### src/rtl/clkdiv_if.sv
// Control, configuration and status bundle for clkdiv_ctrl.
// master drives the requests and config writes; slave is the divider controller.
interface clkdiv_if #(
    parameter int WIDTH = 8
);
    logic             start;
    logic             stop;
    logic             cfg_we;
    logic [1:0]       cfg_sel;
    logic [WIDTH-1:0] cfg_div;
    logic             cfg_busy;
    logic             cfg_ack;
    logic [3:0]       tick;
    logic [3:0]       div_out;
    logic             running;
    logic [1:0]       state;

    modport master (
        output start, stop, cfg_we, cfg_sel, cfg_div,
        input  cfg_busy, cfg_ack, tick, div_out, running, state
    );

    modport slave (
        input  start, stop, cfg_we, cfg_sel, cfg_div,
        output cfg_busy, cfg_ack, tick, div_out, running, state
    );
endinterface

### src/rtl/clkdiv_ctrl.sv
// Four-channel clock-enable divider with drained stop and tick-aligned divisor updates.
// All channels count in the clk domain; div_out is a registered 50%-duty toggle.
module clkdiv_ctrl #(
    parameter int WIDTH = 8
) (
    input  logic     clk,
    input  logic     reset,
    clkdiv_if.slave  bus
);
    typedef enum logic [1:0] {
        IDLE  = 2'd0,
        RUN   = 2'd1,
        DRAIN = 2'd2
    } state_t;

    state_t           state_reg;
    state_t           state_next;
    logic             pend_valid_reg;
    logic [1:0]       pend_sel_reg;
    logic [WIDTH-1:0] pend_div_reg;
    logic             cfg_ack_reg;

    logic             active;
    logic             accept;
    logic             drain_next;
    logic [WIDTH-1:0] upd_val;
    logic [3:0]       tick_c;
    logic [3:0]       upd_c;
    logic [3:0]       freeze_c;
    logic [3:0]       frozen_w;
    logic [3:0]       div_out_w;

    assign active     = (state_reg != IDLE);
    assign accept     = bus.cfg_we && !pend_valid_reg;
    assign drain_next = (state_next == DRAIN);
    // A direct IDLE write and a pending apply can never coincide (accept needs !busy).
    assign upd_val    = pend_valid_reg ? pend_div_reg : bus.cfg_div;

    always_comb begin
        state_next = state_reg;
        case (state_reg)
            IDLE:    if (bus.start) state_next = RUN;
            RUN:     if (bus.stop)  state_next = DRAIN;
            DRAIN: begin
                if (bus.start)      state_next = RUN;
                else if (&frozen_w) state_next = IDLE;
            end
            default: state_next = IDLE;
        endcase
    end

    always_ff @(posedge clk or posedge reset) begin
        if (reset) begin
            state_reg      <= IDLE;
            pend_valid_reg <= 1'b0;
            pend_sel_reg   <= 2'd0;
            pend_div_reg   <= '0;
            cfg_ack_reg    <= 1'b0;
        end else begin
            state_reg   <= state_next;
            cfg_ack_reg <= |upd_c;
            if (accept && active) begin
                pend_valid_reg <= 1'b1;
                pend_sel_reg   <= bus.cfg_sel;
                pend_div_reg   <= bus.cfg_div;
            end else if (|upd_c) begin
                pend_valid_reg <= 1'b0;
            end
        end
    end

    generate
        for (genvar gi = 0; gi < 4; gi++) begin : g_chan
            logic [WIDTH-1:0] cnt_reg;
            logic [WIDTH-1:0] div_reg;
            logic             div_out_reg;
            logic             frozen_reg;

            assign tick_c[gi] = active && (div_reg != '0) && !frozen_reg &&
                                (cnt_reg == div_reg - WIDTH'(1));

            // A channel is safe to retarget when it is at a period boundary or not counting.
            assign upd_c[gi] = (accept && (state_reg == IDLE) && (bus.cfg_sel == 2'(gi))) ||
                               (pend_valid_reg && (pend_sel_reg == 2'(gi)) &&
                                (!active || tick_c[gi] || frozen_reg || (div_reg == '0)));

            // While draining, a channel parks as soon as its output is (or is about to be) low.
            assign freeze_c[gi] = drain_next && !frozen_reg &&
                                  (!div_out_reg || (div_reg == '0) || tick_c[gi] ||
                                   (upd_c[gi] && (upd_val == '0)));

            assign frozen_w[gi]  = frozen_reg;
            assign div_out_w[gi] = div_out_reg;

            always_ff @(posedge clk or posedge reset) begin
                if (reset) begin
                    cnt_reg     <= '0;
                    div_reg     <= WIDTH'(1 << gi);
                    div_out_reg <= 1'b0;
                    frozen_reg  <= 1'b0;
                end else begin
                    if (upd_c[gi]) begin
                        div_reg <= upd_val;
                    end
                    if (freeze_c[gi]) begin
                        frozen_reg  <= 1'b1;
                        cnt_reg     <= '0;
                        div_out_reg <= 1'b0;
                    end else begin
                        frozen_reg <= frozen_reg && drain_next;
                        if (!active || frozen_reg || tick_c[gi] || upd_c[gi] || (div_reg == '0)) begin
                            cnt_reg <= '0;
                        end else begin
                            cnt_reg <= cnt_reg + WIDTH'(1);
                        end
                        if (upd_c[gi] && (upd_val == '0)) begin
                            div_out_reg <= 1'b0;
                        end else if (tick_c[gi]) begin
                            div_out_reg <= ~div_out_reg;
                        end
                    end
                end
            end
        end
    endgenerate

    assign bus.tick     = tick_c;
    assign bus.div_out  = div_out_w;
    assign bus.cfg_busy = pend_valid_reg;
    assign bus.cfg_ack  = cfg_ack_reg;
    assign bus.running  = active;
    assign bus.state    = state_reg;
endmodule

### src/flat_wrapper.sv
// flat-port wrapper written by rule: the top's interface ports become plain ports
module clkdiv_ctrl_flat 
#(
    parameter int WIDTH = 8
)
  (clk, reset, bus_start, bus_stop, bus_cfg_we, bus_cfg_sel, bus_cfg_div, bus_cfg_busy, bus_cfg_ack, bus_tick, bus_div_out, bus_running, bus_state);
  clkdiv_if #(.WIDTH(WIDTH)) bus_i ();
  input  logic clk;
  input  logic reset;
  input wire logic [$bits(bus_i.start)-1:0] bus_start;
  input wire logic [$bits(bus_i.stop)-1:0] bus_stop;
  input wire logic [$bits(bus_i.cfg_we)-1:0] bus_cfg_we;
  input wire logic [$bits(bus_i.cfg_sel)-1:0] bus_cfg_sel;
  input wire logic [$bits(bus_i.cfg_div)-1:0] bus_cfg_div;
  output wire logic [$bits(bus_i.cfg_busy)-1:0] bus_cfg_busy;
  output wire logic [$bits(bus_i.cfg_ack)-1:0] bus_cfg_ack;
  output wire logic [$bits(bus_i.tick)-1:0] bus_tick;
  output wire logic [$bits(bus_i.div_out)-1:0] bus_div_out;
  output wire logic [$bits(bus_i.running)-1:0] bus_running;
  output wire logic [$bits(bus_i.state)-1:0] bus_state;
  assign bus_i.start = bus_start;
  assign bus_i.stop = bus_stop;
  assign bus_i.cfg_we = bus_cfg_we;
  assign bus_i.cfg_sel = bus_cfg_sel;
  assign bus_i.cfg_div = bus_cfg_div;
  assign bus_cfg_busy = bus_i.cfg_busy;
  assign bus_cfg_ack = bus_i.cfg_ack;
  assign bus_tick = bus_i.tick;
  assign bus_div_out = bus_i.div_out;
  assign bus_running = bus_i.running;
  assign bus_state = bus_i.state;
  clkdiv_ctrl #(.WIDTH(WIDTH)) u_core (.clk(clk), .reset(reset), .bus(bus_i));
endmodule
### config.mk
export PLATFORM = sky130hd
export DESIGN_NAME = clkdiv_ctrl_flat
export DESIGN_NICKNAME = d
export VERILOG_FILES = /design/src/rtl/clkdiv_if.sv /design/src/rtl/clkdiv_ctrl.sv /design/src/flat_wrapper.sv
export SDC_FILE = /design/constraint.sdc
export NUM_CORES = 1
export LEC_CHECK = 0
export CAP_MARGIN = 20
export CORE_MARGIN = 5
export CORE_UTILIZATION = 46
export CTS_BUF_LIST = sky130_fd_sc_hd__clkbuf_2
export DETAILED_ROUTE_END_ITERATION = 16
export GPL_ROUTABILITY_DRIVEN = 0
export GPL_TIMING_DRIVEN = 0
export HOLD_SLACK_MARGIN = 0.03
export PLACE_DENSITY = 0.61
export RECOVER_POWER = 100
export SETUP_SLACK_MARGIN = 0.05
export SYNTH_ARGS = -nofsm -noshare
export SYNTH_HDL_FRONTEND = slang
export SYNTH_SLANG_ARGS = --single-unit
### constraint.sdc
create_clock -name clk -period 3.8 [get_ports clk]
set_clock_uncertainty 0.1 [all_clocks]
set_input_delay 0.76 -clock clk [delete_from_list [all_inputs] [get_ports clk]]
set_output_delay 0.76 -clock clk [all_outputs]
set_load 0.005 [all_outputs]
==> reports/results.ini, run 1 <==
[run_status]
status = complete, but fails checks
violations = max-capacitance violations, max-slew violations

[synth]
synth_area_um2 = 5060
synth_edf_count = 0
synth_seq_cells = 86
yosysSeqAreaShare_pct = 42.6
synth_cells = 498
yosys_warnings = 0
avgSynthCellArea_um2 = 10.2
syn_nets = 525
async_reset_ff_share_pct = 100
ys.flop_type = dfrtp_1
ys_types = 69

[drt]
postRouteAntennaNets = 0
wl_mm = 11.9
drt_pass1_iterations = 4
vias = 3990
drc = 0
routed_via_density = 5.67
wl_per_cell_um = 16.9
drtIter0Drc = 184

[floorplan]
design.core.area_um2 = 10800
floorplan.die.width_um = 115
start_util_pct = 46.9
die_h_um = 115
die_area_um2 = 13200
rows = 38
ios = 28

[run]
max_cap_viol_count = 1

[critical_path]
path_max_fanout = 4
worst_r2r_path_depth = 8
r2r-end = u_core.g_chan[3].cnt_reg[4]
critPathKind = reg2out
reg2reg_from = u_core.g_chan[3].div_reg[0]
arrival_ps = 2820
r2r_slack_ps = 800
end_kind = output pin
cp.required_ps = 2940
start_kind = flip-flop

[timing]
setup_viol = 0
hold_viol_final = 0
report.final.slew_viol_count = 73
period_needed_ps = 3680
worst_slew_pin_slew_ps = 1830
fmax_ghz = 0.272
finalCritPeriodShare_pct = 96.9
rsz0062_at_grt = yes
relSlewSlack_pct = -21.7

[power]
vdd_drop_max_v = 0.000241
p_sw_share_pct = 41.3
total_power_uw = 4310
clockPowerShare_pct = 14.0
pwr_density_cell_nw_per_um2 = 723
p_seq_share_pct = 37.8
leakagePower_uw = 0.00253
internal_power_uw = 2530
power_switching_uw = 1780
power_frac_comb_pct = 48.2

[clock_network]
cts_buffer_depth = 2
clock-sinks = 86
htreeDepth = 3
cts-buffers-inserted = 9
cts.clk_slew.worst_paths_ps = 230
cts_tree = done
ctsHoldBuffers = 0
insertion_delay_ps = 550
cts_root_buf = clkbuf_2

[hold_path]
hp-class = reg2reg
holdCritStartpoint = u_core.g_chan[0].cnt_reg[0]
whs_endpoint = u_core.g_chan[0].cnt_reg[0]
whs_path_depth = 1

[placement]
io_buffer_count = 27
dp_hpwl_mm = 8.30
place_area_um2 = 5540

[layout]
final_cell_mix = dfrtp_1 (75), nor2_1 (51), xor2_1 (32)
syn_to_final_growth_pct = 17.8
antenna_cells = 0
fin_area_um2 = 5970
drive_above_1_share_pct = 19.0
nets = 586
final_common_cell = dfrtp_1
fill_cells = 979

[grt]
grt_pass1_wl_mm = 19.4
grt_max_degree = 73
grt_pass1_vias = 3890
overflow = 0
antenna_found_initial = 0
track_usage_pct = 18.4

worst max-delay path: stages (launching register included):
cell	delay [ps]
dfstp_1	440
buf_6	130
or4_4	540
a31oi_4	180
o31ai_1	120
a2111o_1	470
or2_0	230
inv_1	60
clkbuf_2	100
how the worst max path moves through the flow:
| stage | slack [ps] | endpoint | cells past startpoint | start |
|---|---|---|---|---|
| floorplan | 600 | bus_tick[0] | 9 | u_core.g_chan[0].div_reg[0] |
| global placement | -650 | u_core.g_chan[1].cnt_reg[7] | 2 | reset |
| finish | 120 | bus_tick[1] | 8 | u_core.g_chan[1].div_reg[1] |
| global route | 20 | bus_tick[1] | 8 | u_core.g_chan[1].div_reg[1] |
| CTS | 60 | bus_tick[3] | 7 | u_core.g_chan[3].div_reg[0] |
| detailed placement | -220 | bus_tick[0] | 10 | u_core.g_chan[0].div_reg[0] |
per-layer routing:
metal	vias to the layer above	global-route usage [%]	wire length, um
li1	1898	-	-
met1	2008	25.9	5580
met2	69	29.3	5780
met3	15	2.32	374
met4	0	6.57	191
met5	-	0	0
power groups by stage:
stage / registers, uW / logic, uW / clock network (uW)
2_1_floorplan: 1530 / 1410 / 0
4_1_cts: 1610 / 2010 / 624
3_5_place_dp: 1640 / 1810 / 0
5_1_grt: 1680 / 2300 / 662
3_3_place_gp: 1620 / 1750 / 0
6_report: 1630 / 2080 / 605
cell families after synthesis:
kind of cell	after synthesis	synth area share (%)
simple gates	180	19.1
flops	86	42.6
compound gates	71	10.6
xor+xnor	58	10.0
mux	47	10.9
buf+inv	44	3.75
fa+ha+maj	12	2.96
timing repair:
item | 4_1_cts | 5_1_grt
gates resized for setup | 19 | 23
buffers inserted | 13 | 12
pin swaps | 5 | 10
gates cloned | 0 | 0
setup endpoints to repair | 4 | 4
cell type report:
class                      instances  area, um2  share of cell area, %
buffer                            16       75.1                   1.26
clock buffer                      11       55.1                  0.922
clock inverter                     5       97.6                   1.64
inverter                          25       95.1                   1.59
multi-input combinational        368       2860                   47.9
sequential                        86       2170                   36.3
tap                              140        175                   2.94
timing repair buffer              53        445                   7.46
per-stage QoR:
step | worst slack, ps | utilization [%] | instances | setup TNS (ps) | hold slack, ps
after floorplan | 597 | - | 498 | 0 | 383
after global placement | -648 | 51.1 | 665 | -52600 | 405
after detailed placement | -224 | 51.3 | 666 | -224 | 414
after CTS | 56.0 | 54.4 | 692 | 0 | 311
after global routing | 22.5 | 55.3 | 704 | 0 | 476
final | 119 | 55.3 | 704 | 0 | 439
Yosys cell counts, types with 4 or more instances:
cell	instances	share of area (%)
xor2_1	32	5.5
and3_1	18	2.2
ha_1	12	3.0
inv_1	25	1.9
xnor2_1	26	4.5
mux2_2	26	5.8
nand2b_1	4	0.49
mux2_4	7	2.1
nor2b_1	5	0.62
nand3_1	26	2.6
nor3_1	15	1.5
a21oi_1	16	1.6
and2_1	4	0.49
nand2_1	17	1.3
or4_1	4	0.59
o21ai_0	4	0.40
nor2_1	51	3.8
nor4_1	8	0.99
clkbuf_1	12	0.89
dfrtp_1	82	41
or3_1	4	0.49
nand3b_1	4	0.59
dfstp_2	4	2.1
mux2_1	13	2.9
o211ai_1	4	0.59
buf_4	4	0.59
a31oi_1	8	0.99
o41a_1	4	0.89
Note: power is estimated with default switching activity, not from simulation.
==> run 2: changes to the inputs <==
--- a/config.mk
+++ b/config.mk
@@ -7,15 +7,17 @@
 export LEC_CHECK = 0
 export CAP_MARGIN = 20
 export CORE_MARGIN = 5
-export CORE_UTILIZATION = 46
+export CORE_UTILIZATION = 45
 export CTS_BUF_LIST = sky130_fd_sc_hd__clkbuf_2
 export DETAILED_ROUTE_END_ITERATION = 16
 export GPL_ROUTABILITY_DRIVEN = 0
 export GPL_TIMING_DRIVEN = 0
 export HOLD_SLACK_MARGIN = 0.03
-export PLACE_DENSITY = 0.61
+export PLACE_DENSITY = 0.6
 export RECOVER_POWER = 100
+export REMOVE_ABC_BUFFERS = 1
 export SETUP_SLACK_MARGIN = 0.05
+export SLEW_MARGIN = 5
 export SYNTH_ARGS = -nofsm -noshare
 export SYNTH_HDL_FRONTEND = slang
 export SYNTH_SLANG_ARGS = --single-unit
==> run 2 against run 1 <==
The flow still finishes with violations (max-capacitance violations, max-slew violations). Wire length shrank 4.3%. Core utilization shrank 2.3 points. Critical path depth is the same. Count of clock-buffer cells in the layout is the same. Highest routed layer unchanged.
==> reports/results.ini, run 2 (synthesized netlist as in run 1, its figures left out) <==
[placement]
pre_cts_slack_ps = 107  ; +330 ps
placed_cells_incl_taps = 647  ; -2.9%
io_buffer_count = 27  ; unchanged
dp_hpwl_mm = 8.03  ; -3.3%

[layout]
final_cell_mix = dfrtp_1 (77), nor2_1 (51), xor2_1 (32)
finalNonFillerCells = 679  ; -3.6%
final_common_cell = dfrtp_1
nets = 561  ; -4.3%
drive_above_1_share_pct = 18.9  ; -0.048 points
syn_to_final_growth_pct = 14.5
antenna_cells = 0  ; unchanged
fill_cells = 1026  ; +4.8%

[critical_path]
r2r-end = u_core.g_chan[0].div_reg[4]
arrival_ps = 2730  ; -90 ps
path_max_fanout = 6  ; +2
r2r_slack_ps = 740  ; -60 ps
crit_family = simple AND/OR/NAND/NOR gates
end_kind = output pin
worst_r2r_path_depth = 9  ; +1
cp_slowest_cell = dfrtp_2
reg2reg_from = u_core.g_chan[0].div_reg[2]
slowest_delay_ps = 500  ; -40 ps
crit_buf_inv = 3  ; unchanged
cp_common_cell = inv_1
cp.required_ps = 2940  ; about the same
start_kind = flip-flop
crit_chain = inv_1, ha_4, xnor2_1, or4_4, a2111o_1, or2_1, inv_1, buf_2
critPathKind = reg2out

[run_status]
status = complete, but fails checks
violations = max-capacitance violations, max-slew violations

[timing]
worst_slew_pin_slew_ps = 1550  ; -274 ps
finalWorstSetupSlack_ps = 210  ; +90.8 ps
relSlewSlack_pct = -3.50  ; +18 points
hold_viol_final = 0  ; unchanged
setup_viol = 0  ; unchanged
report.final.slew_viol_count = 64  ; -12%
fin_tns_setup_ps = 0  ; unchanged
rsz0062_at_grt = yes
period_needed_ps = 3590  ; -90.8 ps
fmax_ghz = 0.279  ; +2.5%
finalCritPeriodShare_pct = 94.5  ; -2.4 points

[grt]
use_met3_pct = 3.63  ; +1.3 points
met2_usage_pct = 28.9  ; -0.44 points
grt_pass1_vias = 3912  ; +0.57%
use_met1_pct = 25.7  ; -0.29 points
antenna_found_initial = 0  ; unchanged
grt_max_degree = 64  ; -12%
grt_pass1_wl_mm = 19.3  ; -0.57%
track_usage_pct = 18.2  ; -0.21 points
overflow = 0  ; unchanged
busiest_layer = met2

[hold_path]
hp-class = reg2reg
whs_endpoint = u_core.g_chan[0].cnt_reg[0]
holdCritStartpoint = u_core.g_chan[0].cnt_reg[0]
whs_path_depth = 1  ; unchanged

[power]
pwr_density_cell_nw_per_um2 = 709  ; -2.0%
vdd_drop_max_v = 0.000314  ; +30%
leakagePower_uw = 0.00248  ; -2.2%
total_power_uw = 4110  ; -4.7%

[clock_network]
htreeDepth = 3  ; unchanged
insertion_delay_ps = 540  ; about the same
cts_tree = done
cts-buffers-inserted = 9  ; unchanged
clock-sinks = 86  ; unchanged
ctsHoldBuffers = 0  ; unchanged
cts.clk_slew.worst_paths_ps = 220  ; about the same
cts_buffer_depth = 2  ; unchanged
cts_root_buf = clkbuf_2

[floorplan]
ios = 28  ; unchanged
die_h_um = 116  ; +1.0%
start_util_pct = 46.3  ; -0.61 points
design.core.area_um2 = 10900  ; +1.3%
die_area_um2 = 13500  ; +2.0%
rows = 38  ; unchanged
floorplan.die.width_um = 116  ; +1.0%

[drt]
wl_mm = 11.4  ; -4.3%
postRouteAntennaNets = 0  ; unchanged
drtIter0Drc = 183  ; -0.54%
routed_via_density = 5.60  ; -1.2%
drc = 0  ; unchanged
wl_per_cell_um = 16.8  ; -0.73%
vias = 3801  ; -4.7%
drt_pass1_iterations = 4  ; unchanged

[run]
max_cap_viol_count = 1  ; unchanged

## run 2: changes by cell type in the layout (fill, tap and decap cells not counted), moves of 2 or more
cell | before | now
clkbuf_1 | 16 | 2
buf_4 | 22 | 14
mux2_1 | 20 | 13
mux2_4 | 0 | 5
bufinv_16 | 3 | 1
clkbuf_4 | 2 | 0
dfrtp_1 | 75 | 77
dfrtp_2 | 7 | 5
mux2_2 | 26 | 28
nor4b_1 | 3 | 1
nor4b_2 | 0 | 2
o21ai_0 | 5 | 3
o21ai_1 | 0 | 2
## run 2: area by class of cell
class / count / area [um2] / share of cell area [%]
clock buffers: 11 / 55.1 / 0.949
clock inverters: 5 / 50.0 / 0.863
inverters: 25 / 95.1 / 1.64
multi-input cells: 368 / 2880 / 49.6
flip-flops and latches: 86 / 2160 / 37.3
well taps: 140 / 175 / 3.02
repair buffers: 44 / 385 / 6.64
## run 2: how the worst max path moves through the flow
| stage | endpoint | depth (start not counted) | start |
|---|---|---|---|
| 4_1_cts | bus_tick[1] | 8 | u_core.g_chan[1].div_reg[1] |
| 3_3_place_gp | u_core.g_chan[3].cnt_reg[1] | 2 | reset |
| 2_1_floorplan | u_core.bus.cfg_ack | 1 | reset |
| 6_report | bus_tick[1] | 8 | u_core.g_chan[1].div_reg[0] |
| 3_5_place_dp | bus_tick[0] | 8 | u_core.g_chan[0].div_reg[0] |
| 5_1_grt | bus_tick[1] | 8 | u_core.g_chan[1].div_reg[0] |
## run 2: power by group
part           total, uW  leakage (uW)  switching, uW  internal, uW
Combinational       1960       0.00133            985           970
Clock                461     0.0000670            310           152
Sequential          1690       0.00108            452          1240
Total               4110       0.00248           1750          2360
## run 2: timing repair
| item | 4_1_cts | 5_1_grt |
|---|---|---|
| pin swaps | 6 | 7 |
| resized for setup | 22 | 21 |
| buffers inserted | 11 | 5 |
| endpoints found under the setup margin | 4 | 4 |
## run 2: stage by stage
stage          area [um2]  hold WS [ps]  utilization, %
5_1_grt              5800           473            53.0
3_3_place_gp         5410           399            49.5
2_1_floorplan        4970           383               -
4_1_cts              5730           375            52.4
3_5_place_dp         5440           414            49.8
6_report             5800           450            53.0
## run 2: per-layer routing
layer  vias up  part of all wire (%)
met1      1862                    48
met5         -                     0
met2        60                    47
li1       1860                     -
met3        19                   3.9
met4         0                   1.3
==> run 3: changes to the inputs <==
--- a/config.mk
+++ b/config.mk
@@ -16,7 +16,7 @@
 export PLACE_DENSITY = 0.6
 export RECOVER_POWER = 100
 export REMOVE_ABC_BUFFERS = 1
-export SETUP_SLACK_MARGIN = 0.05
+export SETUP_SLACK_MARGIN = 0.5
 export SLEW_MARGIN = 5
 export SYNTH_ARGS = -nofsm -noshare
 export SYNTH_HDL_FRONTEND = slang
==> run 3 against run 2 <==
The run still ends with max-capacitance violations, max-slew violations left. Cell count increased by 3.4%. Count of clock-buffer cells in the layout unchanged. Wire length increased by 3.1%. Fmax decreased by 1.3%. Setup slack got worse by 46 ps. Final area increased by 4.2%. Register-to-register slack got worse by 580 ps. Critical path type is now reg2reg.
==> reports/results.ini, run 3 (synthesized netlist as in run 1, its figures left out) <==
[critical_path]
arrival_ps = 4030  ; +1300 ps
path_max_fanout = 6  ; unchanged
r2r_slack_ps = 160  ; -580 ps
end_kind = flip-flop
cp.required_ps = 4190  ; +1250 ps
start_kind = flip-flop
worst_r2r_path_depth = 17  ; +8
r2r-end = u_core.g_chan[2].div_out_reg
critPathKind = reg2reg
crit_start = u_core.g_chan[2].div_reg[3]
reg2reg_from = u_core.g_chan[2].div_reg[3]

[run_status]
status = complete, but fails checks
violations = max-capacitance violations, max-slew violations

[grt]
grt_pass1_vias = 4040  ; +3.3%
overflow = 0  ; unchanged
track_usage_pct = 18.6  ; +0.41 points
grt_max_degree = 64  ; unchanged
antenna_found_initial = 0  ; unchanged
grt_pass1_wl_mm = 19.7  ; +2.5%

[clock_network]
insertion_delay_ps = 540  ; about the same
cts.clk_slew.worst_paths_ps = 230  ; about the same
cts_tree = done
cts-buffers-inserted = 9  ; unchanged
cts_buffer_depth = 2  ; unchanged
htreeDepth = 3  ; unchanged
clock-sinks = 86  ; unchanged
cts_root_buf = clkbuf_2

[layout]
antenna_cells = 0  ; unchanged
nets = 584  ; +4.1%
drive_above_1_share_pct = 24.2  ; +5.3 points
finalNonFillerCells = 702  ; +3.4%
multi_input_area_um2 = 2910  ; +1.2%
seqCellArea_um2 = 2160  ; unchanged
fill_cells = 1014  ; -1.2%
syn_to_final_growth_pct = 19.3
fin_area_um2 = 6040  ; +4.2%
final_cell_mix = dfrtp_1 (77), nor2_1 (51), mux2_2 (32)
final_common_cell = dfrtp_1

[timing]
finalWorstSetupSlack_ps = 164  ; -45.8 ps
worst_slew_pin_slew_ps = 1560  ; +10.0 ps
period_needed_ps = 3640  ; +45.8 ps
whs_ps = 451  ; +0.401 ps
fin_tns_setup_ps = 0  ; unchanged
relSlewSlack_pct = -4.16  ; -0.67 points
finalCritPeriodShare_pct = 95.7  ; +1.2 points
setup_viol = 0  ; unchanged
report.final.slew_viol_count = 64  ; unchanged
rsz0062_at_grt = yes
fmax_ghz = 0.275  ; -1.3%
hold_viol_final = 0  ; unchanged

[hold_path]
holdCritStartpoint = u_core.g_chan[0].cnt_reg[0]
whs_path_depth = 1  ; unchanged
hp-class = reg2reg
whs_endpoint = u_core.g_chan[0].cnt_reg[0]

[power]
p_sw_share_pct = 42.2  ; -0.29 points
p_seq_share_pct = 39.9  ; -1.3 points
internal_power_uw = 2440  ; +3.3%
leakagePower_uw = 0.00255  ; +2.9%
power_frac_comb_pct = 49.3  ; +1.7 points
vdd_drop_max_v = 0.000320  ; +2.1%
clockPowerShare_pct = 10.9  ; -0.3 points
pwr_density_cell_nw_per_um2 = 699  ; -1.3%
power_switching_uw = 1780  ; +2.1%

[floorplan]
floorplan.die.width_um = 116  ; unchanged
ios = 28  ; unchanged
die_h_um = 116  ; unchanged
design.core.area_um2 = 10900  ; unchanged
rows = 38  ; unchanged
start_util_pct = 46.3  ; unchanged
die_area_um2 = 13500  ; unchanged

[drt]
drtIter0Drc = 174  ; -4.9%
wl_per_cell_um = 16.8  ; -0.26%
drt_pass1_iterations = 5  ; +1
postRouteAntennaNets = 0  ; unchanged
drc = 0  ; unchanged
wl_mm = 11.8  ; +3.1%
routed_via_density = 5.56  ; -0.71%
vias = 3902  ; +2.7%

[placement]
pre_cts_slack_ps = 107  ; unchanged
place_area_um2 = 5440  ; unchanged
placed_cells_incl_taps = 647  ; unchanged
io_buffer_count = 27  ; unchanged
dp_hpwl_mm = 8.03  ; unchanged

[run]
max_cap_viol_count = 1  ; unchanged

[run 3: worst max-delay path: stages (launching register included)]
cell and delay [ps]:
dfrtp_1 490, nor4_1 690, nand3_1 200, a211oi_2 290, nand4b_1 140, buf_4 160
buf_6 100, buf_6 100, buf_6 100, buf_6 100, buf_6 110, buf_6 100
buf_6 100, buf_6 100, buf_6 100, buf_6 100, or3_4 370, a21oi_2 120
[run 3: worst max path at each step]
stage,end,slack [ps]
after floorplan,u_core.bus.cfg_ack,720
after global placement,u_core.g_chan[3].cnt_reg[1],-680
after detailed placement,bus_tick[0],110
after CTS,bus_tick[1],220
after global routing,bus_tick[0],30
final,u_core.g_chan[2].div_out_reg,160
[run 3: timing repair]
item,in CTS,in global routing
buffers inserted,30,9
endpoints found under the setup margin,4,5
hold buffers,0,0
resized for setup,43,42
pin swaps,11,13
[run 3: per-layer routing]
metal  vias to the layer above  GRT usage [%]  part of all wire, %  wire [um]
met2                        66           29.7                   48       5650
met5                         -              0                    0          0
met3                        13           3.47                  3.3        383
li1                       1908              -                    -          -
met1                      1915           25.9                   47       5590
met4                         0           5.96                  1.3        148
[run 3: stage by stage]
| step | util [%] | total power [uW] |
|---|---|---|
| after global routing | 55.3 | 4560 |
| after global placement | 49.5 | 3320 |
| after CTS | 54.1 | 4140 |
| final | 55.3 | 4230 |
| after detailed placement | 49.8 | 3390 |
| after floorplan | - | 2880 |
[run 3: power groups by stage]
stage | Sequential, uW | Clock [uW] | Combinational, uW
after CTS | 1680 | 477 | 1980
after global routing | 1740 | 514 | 2300
after global placement | 1690 | 0 | 1630
final | 1680 | 459 | 2080
after floorplan | 1580 | 0 | 1300
after detailed placement | 1710 | 0 | 1680
[run 3: cell type report]
class                      count  area share (%)
clock inverter                 5           0.828
timing repair buffer          67            9.79
tap                          140            2.90
clock buffer                  11           0.911
sequential                    86            35.8
multi-input combinational    368            48.2
inverter                      25            1.61
